`config.mk`:
```
export PLATFORM = sky130hd
export DESIGN_NAME = fish_event_ctrl_flat
export DESIGN_NICKNAME = d
export VERILOG_FILES = /design/src/rtl/fish_event_ctrl_if.sv /design/src/rtl/fish_event_ctrl.sv /design/src/flat_wrapper.sv
export SDC_FILE = /design/constraint.sdc
export NUM_CORES = 1
export LEC_CHECK = 0
export CORE_MARGIN = 1.5
export CORE_UTILIZATION = 50
export CTS_CLUSTER_DIAMETER = 100
export DETAILED_ROUTE_END_ITERATION = 12
export PLACE_DENSITY = 0.75
export SLEW_MARGIN = 20
export SYNTH_ARGS = -nofsm -noshare
export SYNTH_HDL_FRONTEND = slang
export SYNTH_SLANG_ARGS = --single-unit
```
`constraint.sdc`:
```
create_clock -name clk -period 1.89 [get_ports clk]
set_clock_uncertainty 0.15 [all_clocks]
set_input_delay 0.2835 -clock clk [delete_from_list [all_inputs] [get_ports clk]]
set_output_delay 0.2835 -clock clk [all_outputs]
set_load 0.005 [all_outputs]
```
`src/rtl/fish_event_ctrl_if.sv`:
```
// -----------------------------------------------------------------------------
// fish_event_ctrl_if
// Signal bundle between the gameflow side and the fishing event scheduler.
//   master : gameflow/button side; drives tick, gameflow state and buttons,
//            observes the event pulses, status flags and counters.
//   slave  : the scheduler itself (fish_event_ctrl).
// Signals:
//   tick                           game-time enable, one cycle wide
//   q_start_menu/q_base_play/
//   q_line_reel                    one-hot gameflow state
//   cast_line, reel_in             debounced one-cycle button pulses
//   fish_hooked, fish_caught_lost  one-cycle event pulses to gameflow
//   caught                         result of the last catch attempt
//   line_out, bite_alert           line in water / hookable bite active
//   reel_progress, fish_count      reel counter, landed-fish counter
//   count_down                     remaining game ticks
// -----------------------------------------------------------------------------
interface fish_event_ctrl_if;
    logic        tick;
    logic        q_start_menu;
    logic        q_base_play;
    logic        q_line_reel;
    logic        cast_line;
    logic        reel_in;
    logic        fish_hooked;
    logic        fish_caught_lost;
    logic        caught;
    logic        line_out;
    logic        bite_alert;
    logic [7:0]  reel_progress;
    logic [7:0]  fish_count;
    logic [15:0] count_down;

    modport master (
        output tick, q_start_menu, q_base_play, q_line_reel, cast_line, reel_in,
        input  fish_hooked, fish_caught_lost, caught, line_out, bite_alert,
               reel_progress, fish_count, count_down
    );

    modport slave (
        input  tick, q_start_menu, q_base_play, q_line_reel, cast_line, reel_in,
        output fish_hooked, fish_caught_lost, caught, line_out, bite_alert,
               reel_progress, fish_count, count_down
    );
endinterface

```
`src/rtl/fish_event_ctrl.sv`:
```
// -----------------------------------------------------------------------------
// fish_event_ctrl
// Runs the cast -> bite -> hook -> reel -> result sequence of the fishing game,
// emits the fish_hooked / fish_caught_lost pulses for the gameflow FSM, and
// owns the game countdown and the landed-fish counter. Bite delays are drawn
// from a free-running 16-bit Galois LFSR. Game time advances only on tick.
// Ports:
//   clk  system clock
//   rst  synchronous active-high reset
//   bus  fish_event_ctrl_if.slave (inputs: tick, gameflow state, buttons;
//        outputs: pulses, caught, line_out, bite_alert, counters)
// All outputs come straight from registers.
// -----------------------------------------------------------------------------
module fish_event_ctrl #(
    parameter logic [15:0] LFSR_SEED   = 16'hACE1,
    parameter int          BITE_MIN    = 4,
    parameter int          HOOK_WIN    = 8,
    parameter int          REEL_TARGET = 12,
    parameter int          SLACK_MAX   = 6,
    parameter logic [15:0] GAME_TIME   = 16'd600
) (
    input  logic              clk,
    input  logic              rst,
    fish_event_ctrl_if.slave  bus
);

    localparam logic [7:0] BITE_MIN_C    = 8'(BITE_MIN);
    localparam logic [7:0] HOOK_WIN_C    = 8'(HOOK_WIN);
    localparam logic [7:0] REEL_TARGET_C = 8'(REEL_TARGET);
    localparam logic [7:0] SLACK_MAX_C   = 8'(SLACK_MAX);

    typedef enum logic [2:0] {
        S_IDLE      = 3'd0,
        S_WAIT_BITE = 3'd1,
        S_BITE      = 3'd2,
        S_REEL      = 3'd3,
        S_RESULT    = 3'd4
    } state_t;

    // One step of x^16+x^14+x^13+x^11+1 in right-shifting Galois form.
    function automatic logic [15:0] lfsr_step(input logic [15:0] v);
        return {1'b0, v[15:1]} ^ (v[0] ? 16'hB400 : 16'h0000);
    endfunction

    state_t      state_r, state_s;
    logic [15:0] lfsr_r;
    logic [7:0]  bite_cnt_r, bite_cnt_s;
    logic [7:0]  win_r, win_s;
    logic [7:0]  prog_r, prog_s;
    logic [7:0]  slack_r, slack_s;
    logic        caught_r, caught_s;
    logic        hook_s, result_s;
    logic        line_s, bite_s;
    logic        active_s;
    logic        fish_hooked_r, fish_caught_lost_r;
    logic        line_out_r, bite_alert_r;
    logic [7:0]  fish_count_r;
    logic [15:0] count_down_r;

    // Gameplay is live only in BASE_PLAY or LINE_REEL; otherwise the sequence aborts.
    assign active_s = bus.q_base_play | bus.q_line_reel;

    // Next-state, sequence counters and event pulses for the scheduler FSM.
    always_comb begin
        state_s    = state_r;
        bite_cnt_s = bite_cnt_r;
        win_s      = win_r;
        prog_s     = prog_r;
        slack_s    = slack_r;
        caught_s   = caught_r;
        hook_s     = 1'b0;
        result_s   = 1'b0;
        if (!active_s) begin
            // Quit/timeout: drop the sequence silently.
            state_s = S_IDLE;
            prog_s  = 8'd0;
        end else begin
            case (state_r)
                S_IDLE: begin
                    if (bus.q_base_play && bus.cast_line) begin
                        state_s    = S_WAIT_BITE;
                        bite_cnt_s = BITE_MIN_C + {4'd0, lfsr_r[3:0]};
                    end else begin
                        state_s = S_IDLE;
                    end
                end
                S_WAIT_BITE: begin
                    if (bus.reel_in) begin
                        state_s = S_IDLE;
                    end else if (bus.tick) begin
                        bite_cnt_s = bite_cnt_r - 8'd1;
                        if (bite_cnt_r == 8'd1) begin
                            state_s = S_BITE;
                            win_s   = HOOK_WIN_C;
                        end else begin
                            state_s = S_WAIT_BITE;
                        end
                    end else begin
                        state_s = S_WAIT_BITE;
                    end
                end
                S_BITE: begin
                    // reel_in is checked first so a hook beats an expiring tick.
                    if (bus.reel_in) begin
                        state_s = S_REEL;
                        hook_s  = 1'b1;
                        prog_s  = 8'd0;
                        slack_s = 8'd0;
                    end else if (bus.tick) begin
                        win_s = win_r - 8'd1;
                        if (win_r == 8'd1) begin
                            state_s = S_IDLE;
                        end else begin
                            state_s = S_BITE;
                        end
                    end else begin
                        state_s = S_BITE;
                    end
                end
                S_REEL: begin
                    if (bus.reel_in) begin
                        prog_s  = prog_r + 8'd1;
                        slack_s = 8'd0;
                        if ((prog_r + 8'd1) == REEL_TARGET_C) begin
                            state_s  = S_RESULT;
                            caught_s = 1'b1;
                            result_s = 1'b1;
                        end else begin
                            state_s = S_REEL;
                        end
                    end else if (bus.tick) begin
                        slack_s = slack_r + 8'd1;
                        if ((slack_r + 8'd1) == SLACK_MAX_C) begin
                            state_s  = S_RESULT;
                            caught_s = 1'b0;
                            result_s = 1'b1;
                        end else begin
                            state_s = S_REEL;
                        end
                    end else begin
                        state_s = S_REEL;
                    end
                end
                S_RESULT: begin
                    state_s = S_IDLE;
                end
                default: begin
                    state_s = S_IDLE;
                end
            endcase
        end
    end

    // Status flags are decoded from the next state so they register alongside it.
    always_comb begin
        line_s = 1'b0;
        bite_s = 1'b0;
        case (state_s)
            S_WAIT_BITE: line_s = 1'b1;
            S_BITE: begin
                line_s = 1'b1;
                bite_s = 1'b1;
            end
            S_REEL:      line_s = 1'b1;
            default: begin
                line_s = 1'b0;
                bite_s = 1'b0;
            end
        endcase
    end

    // FSM state, sequence counters and registered event outputs.
    always_ff @(posedge clk) begin
        if (rst) begin
            state_r            <= S_IDLE;
            bite_cnt_r         <= 8'd0;
            win_r              <= 8'd0;
            prog_r             <= 8'd0;
            slack_r            <= 8'd0;
            caught_r           <= 1'b0;
            fish_hooked_r      <= 1'b0;
            fish_caught_lost_r <= 1'b0;
            line_out_r         <= 1'b0;
            bite_alert_r       <= 1'b0;
        end else begin
            state_r            <= state_s;
            bite_cnt_r         <= bite_cnt_s;
            win_r              <= win_s;
            prog_r             <= prog_s;
            slack_r            <= slack_s;
            caught_r           <= caught_s;
            fish_hooked_r      <= hook_s;
            fish_caught_lost_r <= result_s;
            line_out_r         <= line_s;
            bite_alert_r       <= bite_s;
        end
    end

    // Free-running bite-delay LFSR.
    always_ff @(posedge clk) begin
        if (rst) begin
            lfsr_r <= LFSR_SEED;
        end else begin
            lfsr_r <= lfsr_step(lfsr_r);
        end
    end

    // Game countdown: reloads in the start menu, counts ticks during play, stops at 0.
    always_ff @(posedge clk) begin
        if (rst) begin
            count_down_r <= GAME_TIME;
        end else if (bus.q_start_menu) begin
            count_down_r <= GAME_TIME;
        end else if (active_s && bus.tick && (count_down_r != 16'd0)) begin
            count_down_r <= count_down_r - 16'd1;
        end else begin
            count_down_r <= count_down_r;
        end
    end

    // Landed-fish counter, bumped as the result is registered; saturates at 255.
    always_ff @(posedge clk) begin
        if (rst) begin
            fish_count_r <= 8'd0;
        end else if (bus.q_start_menu) begin
            fish_count_r <= 8'd0;
        end else if (result_s && caught_s && (fish_count_r != 8'hFF)) begin
            fish_count_r <= fish_count_r + 8'd1;
        end else begin
            fish_count_r <= fish_count_r;
        end
    end

    assign bus.fish_hooked      = fish_hooked_r;
    assign bus.fish_caught_lost = fish_caught_lost_r;
    assign bus.caught           = caught_r;
    assign bus.line_out         = line_out_r;
    assign bus.bite_alert       = bite_alert_r;
    assign bus.reel_progress    = prog_r;
    assign bus.fish_count       = fish_count_r;
    assign bus.count_down       = count_down_r;

endmodule
```
`src/flat_wrapper.sv`:
```
// flat-port wrapper written by rule: the top's interface ports become plain ports
module fish_event_ctrl_flat 
#(
    parameter logic [15:0] LFSR_SEED   = 16'hACE1,
    parameter int          BITE_MIN    = 4,
    parameter int          HOOK_WIN    = 8,
    parameter int          REEL_TARGET = 12,
    parameter int          SLACK_MAX   = 6,
    parameter logic [15:0] GAME_TIME   = 16'd600
)
  (clk, rst, bus_tick, bus_q_start_menu, bus_q_base_play, bus_q_line_reel, bus_cast_line, bus_reel_in, bus_fish_hooked, bus_fish_caught_lost, bus_caught, bus_line_out, bus_bite_alert, bus_reel_progress, bus_fish_count, bus_count_down);
  fish_event_ctrl_if bus_i ();
  input  logic clk;
  input  logic rst;
  input wire logic [$bits(bus_i.tick)-1:0] bus_tick;
  input wire logic [$bits(bus_i.q_start_menu)-1:0] bus_q_start_menu;
  input wire logic [$bits(bus_i.q_base_play)-1:0] bus_q_base_play;
  input wire logic [$bits(bus_i.q_line_reel)-1:0] bus_q_line_reel;
  input wire logic [$bits(bus_i.cast_line)-1:0] bus_cast_line;
  input wire logic [$bits(bus_i.reel_in)-1:0] bus_reel_in;
  output wire logic [$bits(bus_i.fish_hooked)-1:0] bus_fish_hooked;
  output wire logic [$bits(bus_i.fish_caught_lost)-1:0] bus_fish_caught_lost;
  output wire logic [$bits(bus_i.caught)-1:0] bus_caught;
  output wire logic [$bits(bus_i.line_out)-1:0] bus_line_out;
  output wire logic [$bits(bus_i.bite_alert)-1:0] bus_bite_alert;
  output wire logic [$bits(bus_i.reel_progress)-1:0] bus_reel_progress;
  output wire logic [$bits(bus_i.fish_count)-1:0] bus_fish_count;
  output wire logic [$bits(bus_i.count_down)-1:0] bus_count_down;
  assign bus_i.tick = bus_tick;
  assign bus_i.q_start_menu = bus_q_start_menu;
  assign bus_i.q_base_play = bus_q_base_play;
  assign bus_i.q_line_reel = bus_q_line_reel;
  assign bus_i.cast_line = bus_cast_line;
  assign bus_i.reel_in = bus_reel_in;
  assign bus_fish_hooked = bus_i.fish_hooked;
  assign bus_fish_caught_lost = bus_i.fish_caught_lost;
  assign bus_caught = bus_i.caught;
  assign bus_line_out = bus_i.line_out;
  assign bus_bite_alert = bus_i.bite_alert;
  assign bus_reel_progress = bus_i.reel_progress;
  assign bus_fish_count = bus_i.fish_count;
  assign bus_count_down = bus_i.count_down;
  fish_event_ctrl #(.LFSR_SEED(LFSR_SEED), .BITE_MIN(BITE_MIN), .HOOK_WIN(HOOK_WIN), .REEL_TARGET(REEL_TARGET), .SLACK_MAX(SLACK_MAX), .GAME_TIME(GAME_TIME)) u_core (.clk(clk), .rst(rst), .bus(bus_i));
endmodule
```
==> results list <==
* Class of the most critical hold timing path: reg2reg
- Of the total power, the clock network draws 0.369.
- Across the run, the number of max-cap violations was 0.
- Crit path capture type: flop
* Worst-case headroom to the max-slew limit: 0.6978
- Placer's final routability congestion estimate: 0.8588
- Maximum clock rate: 0.5404 GHz
- The internal power of the cells totals 2.527 mW.
- Critical setup path kind: reg2reg
* CTS HTree Levels: 3
- Summed over all layers, the global routing overflow is 0.
- Using the TritonRoute via totals, the vias-per-cell ratio works out to 5.517.
- Clock-pin slew was measured on the worst setup and hold paths at 80 ps.
* Avg Inst Size Synth: 8.602 µm²
- The total count of max-transition violations in the final report came to 0.
* Count of boundary I/O pins: 45
* Count of routing violations after the opening detailed-route iteration: 132
- The share of total power dissipated in combinational logic is 0.100.
* GRT Overall Usage: 0.2319
- Post-Syn Nets: 465
- Standard cell core area: 7331 µm²
* CP required: 1990 ps
- DP HPWL: 6.666 mm
- Period Utilization, post-route: 0.9791
- In this run the power spent charging and discharging nets is 0.7799 mW.
- Number of antenna violations at the first check in global routing: 0
* Status: finished clean
- Of the total power, the share spent switching nets is 0.2358.
- Number of CTS-inserted buffers: 9
* Number of inserted filler cells in the final layout: 549
- Clock tree synthesis selected as its root buffer the cell clkbuf_8.
* Final critical-path required period: 1851 ps
- The final-report hold violation count was 0.
- Most used DFF post-synth: dfxtp_1
* Final setup violation count: 0
- Post-route setup slack: 39.50 ps
* Total number of yosys warnings: 0
- Measured slew at the worst slew-check pin: 453.3 ps
* Antenna Diode Count: 0
- Overall power: 3.307 mW
- dfxtp_1 is the most common cell in the netlist.
* Share of the core filled with cells in the final layout: 0.6989
* Share of synthesized registers carrying an async set or reset: 0
- Clock latency on the worst-skew pair, taken at its later pin, is 350 ps.
- VDD IR-drop max: 0.0005038 V
* Setup repair after global routing missed its margin: yes
- Largest net degree at the start of global routing: 20
* Via count: 3586
* Critical Path AT: 1950 ps
- Number of remaining DRC errors: 0
- The analysis attributes to cell leakage a power of 1.896 nW.
- Measured along the x axis, the die boundary spans 90.69 µm.
* Post-CTS setup buffer count: 0
- Counting every sink on the clock net gives 80.
* Global-route wire length before repair: 15.51 mm
* Cell type with the highest aggregate area in the netlist: dfxtp_1
* Die area: 8225 µm²
- Of the total power, registers draw 0.531.
- Area added between synthesis and finish: 33.26%
- Total power density per cell area: 645.4 nW/µm²
* Post-synth design cell area: 3845 µm²
- Measured along the y axis, the die boundary spans 90.69 µm.
* Post-Place Worst Slack: -309.2 ps
- In this run the deepest clock path goes through 2 buffers.
- The number of global-route vias before repair was 3476.
- Leading post-synthesis cells by instance count: 80 x dfxtp_1, 64 x nor2_1, 34 x a21oi_1, 32 x nand2_1, 24 x nand3_1
- Of the synthesized area, sequential elements account for 0.4165.
- In this run the tool buffered the top-level ports with 44 buffer cells.
* Routed Wire Length: 9.149 mm
- Largest driver fanout on the critical path: 5
- Number of nets with antenna violations after routing: 0
* Number of flip-flops and latches in the synthesized netlist: 80
- Cell Count, Final, Fillers Out: 650
* Net count reported at finish: 566
- STA classifies the critical path startpoint as a flop.
- Largest cells by area after synthesis: dfxtp_1 42%, nor2_1 6.2%, xnor2_1 4.6%
- Placed cells: 636
- TritonCTS built the clock tree.
* Drt first pass iters: 4
- The share of synthesized area in the top cell type comes to 0.4165.
- Yosys mapped a number of flops with a built-in enable equal to 0.
- In the final layout, the share of cells above drive strength 1 is 0.2178.
* Gate Count Post-Synth: 447
* Initial Utilization: 0.5245
- In this run, distinct cell masters in the synthesized netlist total 56.
* Routed wire length per instance: 14.08 µm
* Row Count: 31
[through the flow]
| stage | cell area (µm²) | hold slack (ps) | TNS [ps] |
|---|---|---|---|
| 2_1_floorplan | 3845 | 239.5 | 0 |
| 4_1_cts | 5016 | 274.2 | 0 |
| 3_5_place_dp | 4812 | 249.4 | -9404 |
| 5_1_grt | 5124 | 286.8 | -496.5 |
| 6_report | 5124 | 268.1 | 0 |
| 3_3_place_gp | 4812 | 246.1 | -7983 |
[sequential cells by signal (all words and copies together), names as in the netlist]
signal / flops
u_core.bus.reel_progress: 8
u_core.lfsr_r: 16
u_core.state_r: 3
u_core.win_r: 8
u_core.bus.caught: 1
u_core.bus.line_out: 1
u_core.bus.fish_hooked: 1
u_core.bus.count_down: 16
u_core.bus.bite_alert: 1
u_core.bus.fish_count: 8
u_core.bite_cnt_r: 8
u_core.slack_r: 8
u_core.bus.fish_caught_lost: 1
[what timing repair did]
| action | in CTS | in global routing |
|---|---|---|
| hold endpoints to repair | 0 | 0 |
| hold buffers | 0 | 0 |
| pin swaps | 0 | 7 |
| gates resized for setup | 3 | 24 |
| endpoints found under the setup margin | 2 | 30 |
[layout by cell type, fill, tap and decap left out, types with 13 or more instances in the layout]
cell,netlist,final
dfxtp_1,80,77
nor2_1,64,63
buf_4,0,63
clkdlybuf4s50_1,0,43
a21oi_1,34,33
nand2_1,32,31
nand3_1,24,24
xnor2_1,20,20
nor3_1,14,14
inv_1,13,13
xor2_1,13,13
[final timing paths]
path / from / endpoint / slack (ps) / cells past startpoint
max reg2reg: u_core.bus.count_down[2] / u_core.bus.count_down[9] / 40 / 5
min reg2reg: u_core.lfsr_r[6] / u_core.lfsr_r[5] / 270 / 1
min: u_core.lfsr_r[6] / u_core.lfsr_r[5] / 270 / 1
max: u_core.bus.count_down[2] / u_core.bus.count_down[9] / 40 / 5
[layout make-up]
class / count / area [µm²] / area share
clock buffers: 11 / 141.4 / 0.02759
repair buffers: 108 / 935.9 / 0.1827
multi-input cells: 336 / 2225 / 0.4342
inverters: 13 / 48.80 / 0.009524
flip-flops and latches: 80 / 1605 / 0.3133
well taps: 99 / 123.9 / 0.02418
clock inverters: 3 / 43.79 / 0.008547
[worst max-delay path, stage by stage, from the launching register on]
cell     delay, ps
dfxtp_1        320
or4_4          580
nor4b_4        340
nand3_1        140
xor2_1         150
nand2_1         60
[power by group through the flow]
stage	registers [mW]	clock network (mW)	logic, mW
CTS	1.75	1.25	0.321
detailed placement	1.79	0	0.316
global route	1.76	1.31	0.365
global placement	1.79	0	0.309
finish	1.75	1.22	0.332
floorplan	1.79	0	0.178
[logic make-up after synthesis]
group | share of synthesized area
AO/OA/AOI/OAI | 0.1194
XOR/XNOR | 0.07517
AND/OR/NAND/NOR | 0.3202
buffers and inverters | 0.03612
flip-flops | 0.4165
adder cells (fa/ha/maj) | 0.03254
[routing by layer]
metal	up-vias	global-route usage	wire (µm)
met3	13	0.04040	351
met5	-	0	0
li1	1770	-	-
met1	1713	0.2767	4109
met2	90	0.3997	4489
met4	0	0.1124	199
No activity file was read; power rests on OpenSTA's default activity.
